<file path="config.mk">
export PLATFORM = sky130hd
export DESIGN_NAME = count_bank
export DESIGN_NICKNAME = d
export VERILOG_FILES = /design/src/rtl/count_bank.sv
export SDC_FILE = /design/constraint.sdc
export NUM_CORES = 1
export LEC_CHECK = 0
export ABC_CLOCK_PERIOD_IN_PS = 4019
export BUFFER_PORTS_ARGS = -buffer_cell sky130_fd_sc_hd__clkbuf_2
export CAP_MARGIN = 25
export CORE_UTILIZATION = 45
export CTS_CLUSTER_DIAMETER = 40
export DETAILED_ROUTE_END_ITERATION = 16
export HOLD_SLACK_MARGIN = 0.02
export PLACE_DENSITY = 0.65
export SYNTH_ARGS = -nofsm -noshare
export SYNTH_HDL_FRONTEND = slang
export SYNTH_SLANG_ARGS = --single-unit
</file>
<file path="constraint.sdc">
create_clock -name clk -period 4.02 [get_ports clk]
set_input_delay 0.201 -clock clk [delete_from_list [all_inputs] [get_ports clk]]
set_output_delay 0.201 -clock clk [all_outputs]
set_load 0.1 [all_outputs]
</file>
<file path="src/rtl/count_bank.sv">
// Decimal event-counter bank: BCD digits incremented per trigger line on an
// increment strobe, with carries rippling one digit per clock.
module count_bank #(
    parameter int DIGITS = 6
) (
    input  logic                  clk,
    input  logic                  rst_n,
    input  logic [DIGITS-1:0]     trigger,
    input  logic                  inc_pulse,
    input  logic                  ref_pulse,
    input  logic                  clr,
    output logic [4*DIGITS-1:0]   digits_out,
    output logic                  busy,
    output logic                  overflow
);

    localparam int KW = (DIGITS > 1) ? $clog2(DIGITS) : 1;
    localparam logic [KW-1:0] K_LAST = KW'(DIGITS - 1);

    typedef enum logic {IDLE, RIPPLE} state_t;

    state_t                state_reg,    state_next;
    logic [4*DIGITS-1:0]   count_reg,    count_next;
    logic [DIGITS-1:0]     pending_reg,  pending_next;
    logic                  carry_reg,    carry_next;
    logic [KW-1:0]         k_reg,        k_next;
    logic                  overflow_reg, overflow_next;
    logic                  ref_pend_reg, ref_pend_next;
    logic [4*DIGITS-1:0]   disp_reg,     disp_next;

    logic [3:0] digit_w [DIGITS];
    logic [3:0] cur_digit;
    logic [4:0] sum;
    logic [3:0] digit_new;
    logic       carry_out;

    generate
        for (genvar gi = 0; gi < DIGITS; gi++) begin : g_digit
            assign digit_w[gi] = count_reg[4*gi +: 4];
        end
    endgenerate

    // Single-digit BCD add: at most 9 + 1 + 1 = 11, so one correction step suffices.
    always_comb begin
        cur_digit = digit_w[k_reg];
        sum       = 5'(cur_digit) + 5'(pending_reg[k_reg]) + 5'(carry_reg);
        carry_out = (sum >= 5'd10);
        digit_new = carry_out ? 4'(sum - 5'd10) : sum[3:0];
    end

    always_comb begin
        state_next    = state_reg;
        count_next    = count_reg;
        pending_next  = pending_reg;
        carry_next    = carry_reg;
        k_next        = k_reg;
        overflow_next = overflow_reg;
        ref_pend_next = ref_pend_reg;
        disp_next     = disp_reg;

        if (clr) begin
            state_next    = IDLE;
            count_next    = '0;
            pending_next  = '0;
            carry_next    = 1'b0;
            k_next        = '0;
            overflow_next = 1'b0;
            ref_pend_next = 1'b0;
        end else begin
            unique case (state_reg)
                IDLE: begin
                    if (inc_pulse) begin
                        pending_next = trigger;
                        k_next       = '0;
                        carry_next   = 1'b0;
                        state_next   = RIPPLE;
                        if (ref_pulse)
                            ref_pend_next = 1'b1;
                    end else if (ref_pulse) begin
                        disp_next = count_reg;
                    end
                end
                RIPPLE: begin
                    count_next[4*int'(k_reg) +: 4] = digit_new;
                    carry_next = carry_out;
                    if (ref_pulse)
                        ref_pend_next = 1'b1;
                    if (k_reg == K_LAST) begin
                        if (carry_out)
                            overflow_next = 1'b1;
                        state_next = IDLE;
                        // A refresh seen during (or on the last edge of) the ripple gets the settled count.
                        if (ref_pend_reg || ref_pulse)
                            disp_next = count_next;
                        ref_pend_next = 1'b0;
                    end else begin
                        k_next = k_reg + 1'b1;
                    end
                end
                default: state_next = IDLE;
            endcase
        end
    end

    always_ff @(posedge clk or negedge rst_n) begin
        if (!rst_n) begin
            state_reg    <= IDLE;
            count_reg    <= '0;
            pending_reg  <= '0;
            carry_reg    <= 1'b0;
            k_reg        <= '0;
            overflow_reg <= 1'b0;
            ref_pend_reg <= 1'b0;
            disp_reg     <= '0;
        end else begin
            state_reg    <= state_next;
            count_reg    <= count_next;
            pending_reg  <= pending_next;
            carry_reg    <= carry_next;
            k_reg        <= k_next;
            overflow_reg <= overflow_next;
            ref_pend_reg <= ref_pend_next;
            disp_reg     <= disp_next;
        end
    end

    assign digits_out = disp_reg;
    assign busy       = (state_reg == RIPPLE);
    assign overflow   = overflow_reg;

endmodule

</file>
==> run summary <==
Worst hold path
- 3 — WHS Path Cells
- trigger[4] — hold path startpoint
- pending_reg[4]$_DFFE_PN0P_ — end of the worst hold path
- primary input to register — class of the tightest hold or removal check

Yosys
- 0 — number of synthesis warnings
- 1.00 — Synth async-reset ratio
- 61 x sky130_fd_sc_hd__dfrtp_1, 42 x sky130_fd_sc_hd__nor2_1, 34 x sky130_fd_sc_hd__nand2_1 — Synth top cells by count
- 0.469 — sequential share of the synthesized area
- 0.469 — area share of the largest cell type after synthesis
- sky130_fd_sc_hd__dfrtp_1 47%, sky130_fd_sc_hd__mux2i_1 6.2%, sky130_fd_sc_hd__nor2_1 4.8%, sky130_fd_sc_hd__nand2_1 3.9%, sky130_fd_sc_hd__a211oi_2 3.8% — top post-synthesis cells by area
- 3250 µm² — area of the mapped netlist
- 0 — number of enable flip-flop cells after synthesis
- 56 — distinct cell type count after synthesis
- 10.5 µm² — synthesized area per cell
- sky130_fd_sc_hd__dfrtp_1 — predominant post-synthesis flop cell
- 61 — FF+latch count, synth
- sky130_fd_sc_hd__dfrtp_1 — cell with the most instances after synthesis
- 326 — Post-Syn Nets
- sky130_fd_sc_hd__dfrtp_1 — cell taking the most area after synthesis
- 309 — post-synthesis cell count

Drt
- 0 — DRC violation count after routing
- 6 — DRT Pass-1 Iters
- 5.55 — detailed-route vias per instance
- 136 — DRT iter0 DRCs
- 7.01 mm — total routed wirelength
- 0 — Final ANT Viol Nets
- 15.7 µm — routed len/inst
- 2481 — Vias

Placement
- 0.332 ns — post-placement worst setup slack
- 0.851 — weighted congestion reported at the end of routability-driven placement
- 3520 µm² — DP Area
- 36 — number of buffers added on ports
- 4.96 mm — HPWL Detailed

Final layout
- 13.9% — Synth-to-Final Area Change
- 365 — final net count
- 3710 µm² — post-layout instance area
- 0.256 — fraction of final layout cells sized beyond drive strength 1
- 0 — diode insertion count for antenna repair

Global routing
- 0.336 — met2 Usage GRT
- 0.274 — fraction of met1 tracks used by global routing
- 2379 — via count of the first global-routing pass
- 11.9 mm — wire length of the first global-routing pass
- 0 — total gr overflow
- 41 — pin count of the biggest net entering global routing
- 0.208 — gr usage total
- 0.0417 — met3 capacity usage during global routing
- met2 — most crowded layer after global routing
- 0 — number of antenna violations at the first check in global routing

STA
- 274 MHz — highest achievable clock rate
- 0 — final number of max-transition violations
- 0 ns — final sum of negative setup slack
- 0.908 — part of the cycle the worst path needs
- 0 — final setup violating endpoints
- 0.358 — normalized max-slew margin
- 0.105 ns — Hold Slack
- no — setup repair after global routing missed its margin
- 0.0167 ns — worst clock skew
- 0.962 ns — measured slew at the worst slew-check pin
- 3.65 ns — minimum period implied by the final worst setup slack
- 0 — Final Hold Violating Endpoints
- 0.369 ns — Final Worst Setup Slack

Floorplan
- 30 — standard-cell rows
- 87.0 µm — Chip Height
- 6910 µm² — Core Box Area
- 87.0 µm — overall die width
- 7580 µm² — Die Footprint
- 37 — Ports
- 0.471 — starting density of the core

CTS
- 3 — H-Tree Depth
- 61 — number of clock sinks seen by CTS
- 0.34 ns — latest clock arrival within the worst-skew pair
- 0 — quantity of gates resized following cts
- sky130_fd_sc_hd__clkbuf_8 — CTS root buffer
- 9 — number of buffers added by the clock tree synthesis step
- built — CTS tree
- 2 — buffer depth of the longest clock path
- 0.07 ns — Reg clk slew, reported paths

Job
- 0 — max cap viols

Setup path
- register — Crit. End Element
- 4.24 ns — required time at the worst-slack endpoint
- count_reg[11]$_DFFE_PN0P_ — worst flop-to-flop path endpoint
- 9 — R2R cell count
- register — Critical Path Source Type
- register to register — WS Path Type
- k_reg[0]$_DFFE_PN0P_ — startpoint of the worst-slack reg-to-reg timing path
- 14 — highest fanout seen on the critical path
- 0.37 ns — setup slack on the worst flop-to-flop path
- 3.87 ns — Data arrival, critical path

Outcome
- finished, final reports clean — outcome

Power
- 373 nW/µm² — power density normalized to cell area
- 1.38 mW — Total Power
- 1.63 nW — leakage power of the design
- 0.000185 V — worst voltage drop across the vdd grid

## report_power, final
group | leakage, nW | internal, mW | switching (mW) | total (mW)
Clock | 0.0947 | 0.277 | 0.229 | 0.506
Combinational | 0.699 | 0.0546 | 0.174 | 0.228
Sequential | 0.839 | 0.633 | 0.0149 | 0.648
## how the worst max path moves through the flow
stage                          from                        end  slack [ns]  cells after the start
3_3_place_gp   k_reg[0]$_DFFE_PN0P_  count_reg[11]$_DFFE_PN0P_        0.43                      9
6_report       k_reg[0]$_DFFE_PN0P_  count_reg[11]$_DFFE_PN0P_        0.37                      9
5_1_grt        k_reg[0]$_DFFE_PN0P_  count_reg[11]$_DFFE_PN0P_        0.10                      9
2_1_floorplan  k_reg[0]$_DFFE_PN0P_  count_reg[19]$_DFFE_PN0P_        0.58                     12
3_5_place_dp   k_reg[0]$_DFFE_PN0P_  count_reg[11]$_DFFE_PN0P_        0.33                      9
4_1_cts        k_reg[0]$_DFFE_PN0P_  count_reg[11]$_DFFE_PN0P_        0.35                      9
## worst max-delay path, stage by stage, from the launching register on
cell and delay (ns):
sky130_fd_sc_hd__dfrtp_1 0.46, sky130_fd_sc_hd__buf_4 0.27, sky130_fd_sc_hd__mux4_1 0.56, sky130_fd_sc_hd__and2_1 0.20, sky130_fd_sc_hd__or2_2 0.31, sky130_fd_sc_hd__ha_1 0.42, sky130_fd_sc_hd__inv_1 0.14, sky130_fd_sc_hd__or4_1 0.52
sky130_fd_sc_hd__and3_1 0.37, sky130_fd_sc_hd__a211oi_1 0.29
## metrics by stage
| stage | std cells | utilization |
|---|---|---|
| 5_1_grt | 447 | 0.537 |
| 4_1_cts | 447 | 0.537 |
| 3_5_place_dp | 432 | 0.510 |
| 6_report | 447 | 0.537 |
| 2_1_floorplan | 309 | - |
| 3_3_place_gp | 432 | 0.510 |
## cell usage in the layout, fill, tap and decap left out, types with 9 or more instances in the layout
master,netlist,routed
sky130_fd_sc_hd__clkbuf_2,0,36
sky130_fd_sc_hd__buf_4,1,9
sky130_fd_sc_hd__a21oi_1,10,10
sky130_fd_sc_hd__dfrtp_1,61,61
sky130_fd_sc_hd__nand2_1,34,34
sky130_fd_sc_hd__a211oi_2,10,10
sky130_fd_sc_hd__o21ai_1,9,9
sky130_fd_sc_hd__o21ai_0,15,15
sky130_fd_sc_hd__nor2_1,42,42
sky130_fd_sc_hd__mux2i_1,20,20
sky130_fd_sc_hd__clkbuf_8,0,9
## final cells by class
cell class              instances  area [µm²]
multi-input cells             224        1600
inverters                       6        22.5
clock buffers                   9         124
fillers                       673        3200
flip-flops and latches         61        1530
well taps                      96         120
clock inverters                 5        53.8
repair buffers                 46         258
## cells by family after synthesis
group,after synthesis,share of synthesized area
compound gates,75,0.189
mux,29,0.113
buf+inv,24,0.0384
flops,61,0.469
fa+ha+maj,6,0.0254
simple gates,114,0.165
## routing by layer
layer	vias up	part of all wire
li1	1210	-
met1	1215	0.48
met2	46	0.47
met3	10	0.033
met4	0	0.015
met5	-	0
## timing repair
action | CTS | global route
buffers inserted | 0 | 0
hold buffers | 1 | 0
setup endpoints to repair | 0 | 0
endpoints found under the hold margin | 32 | 0
(Power assumes the default switching activity.)
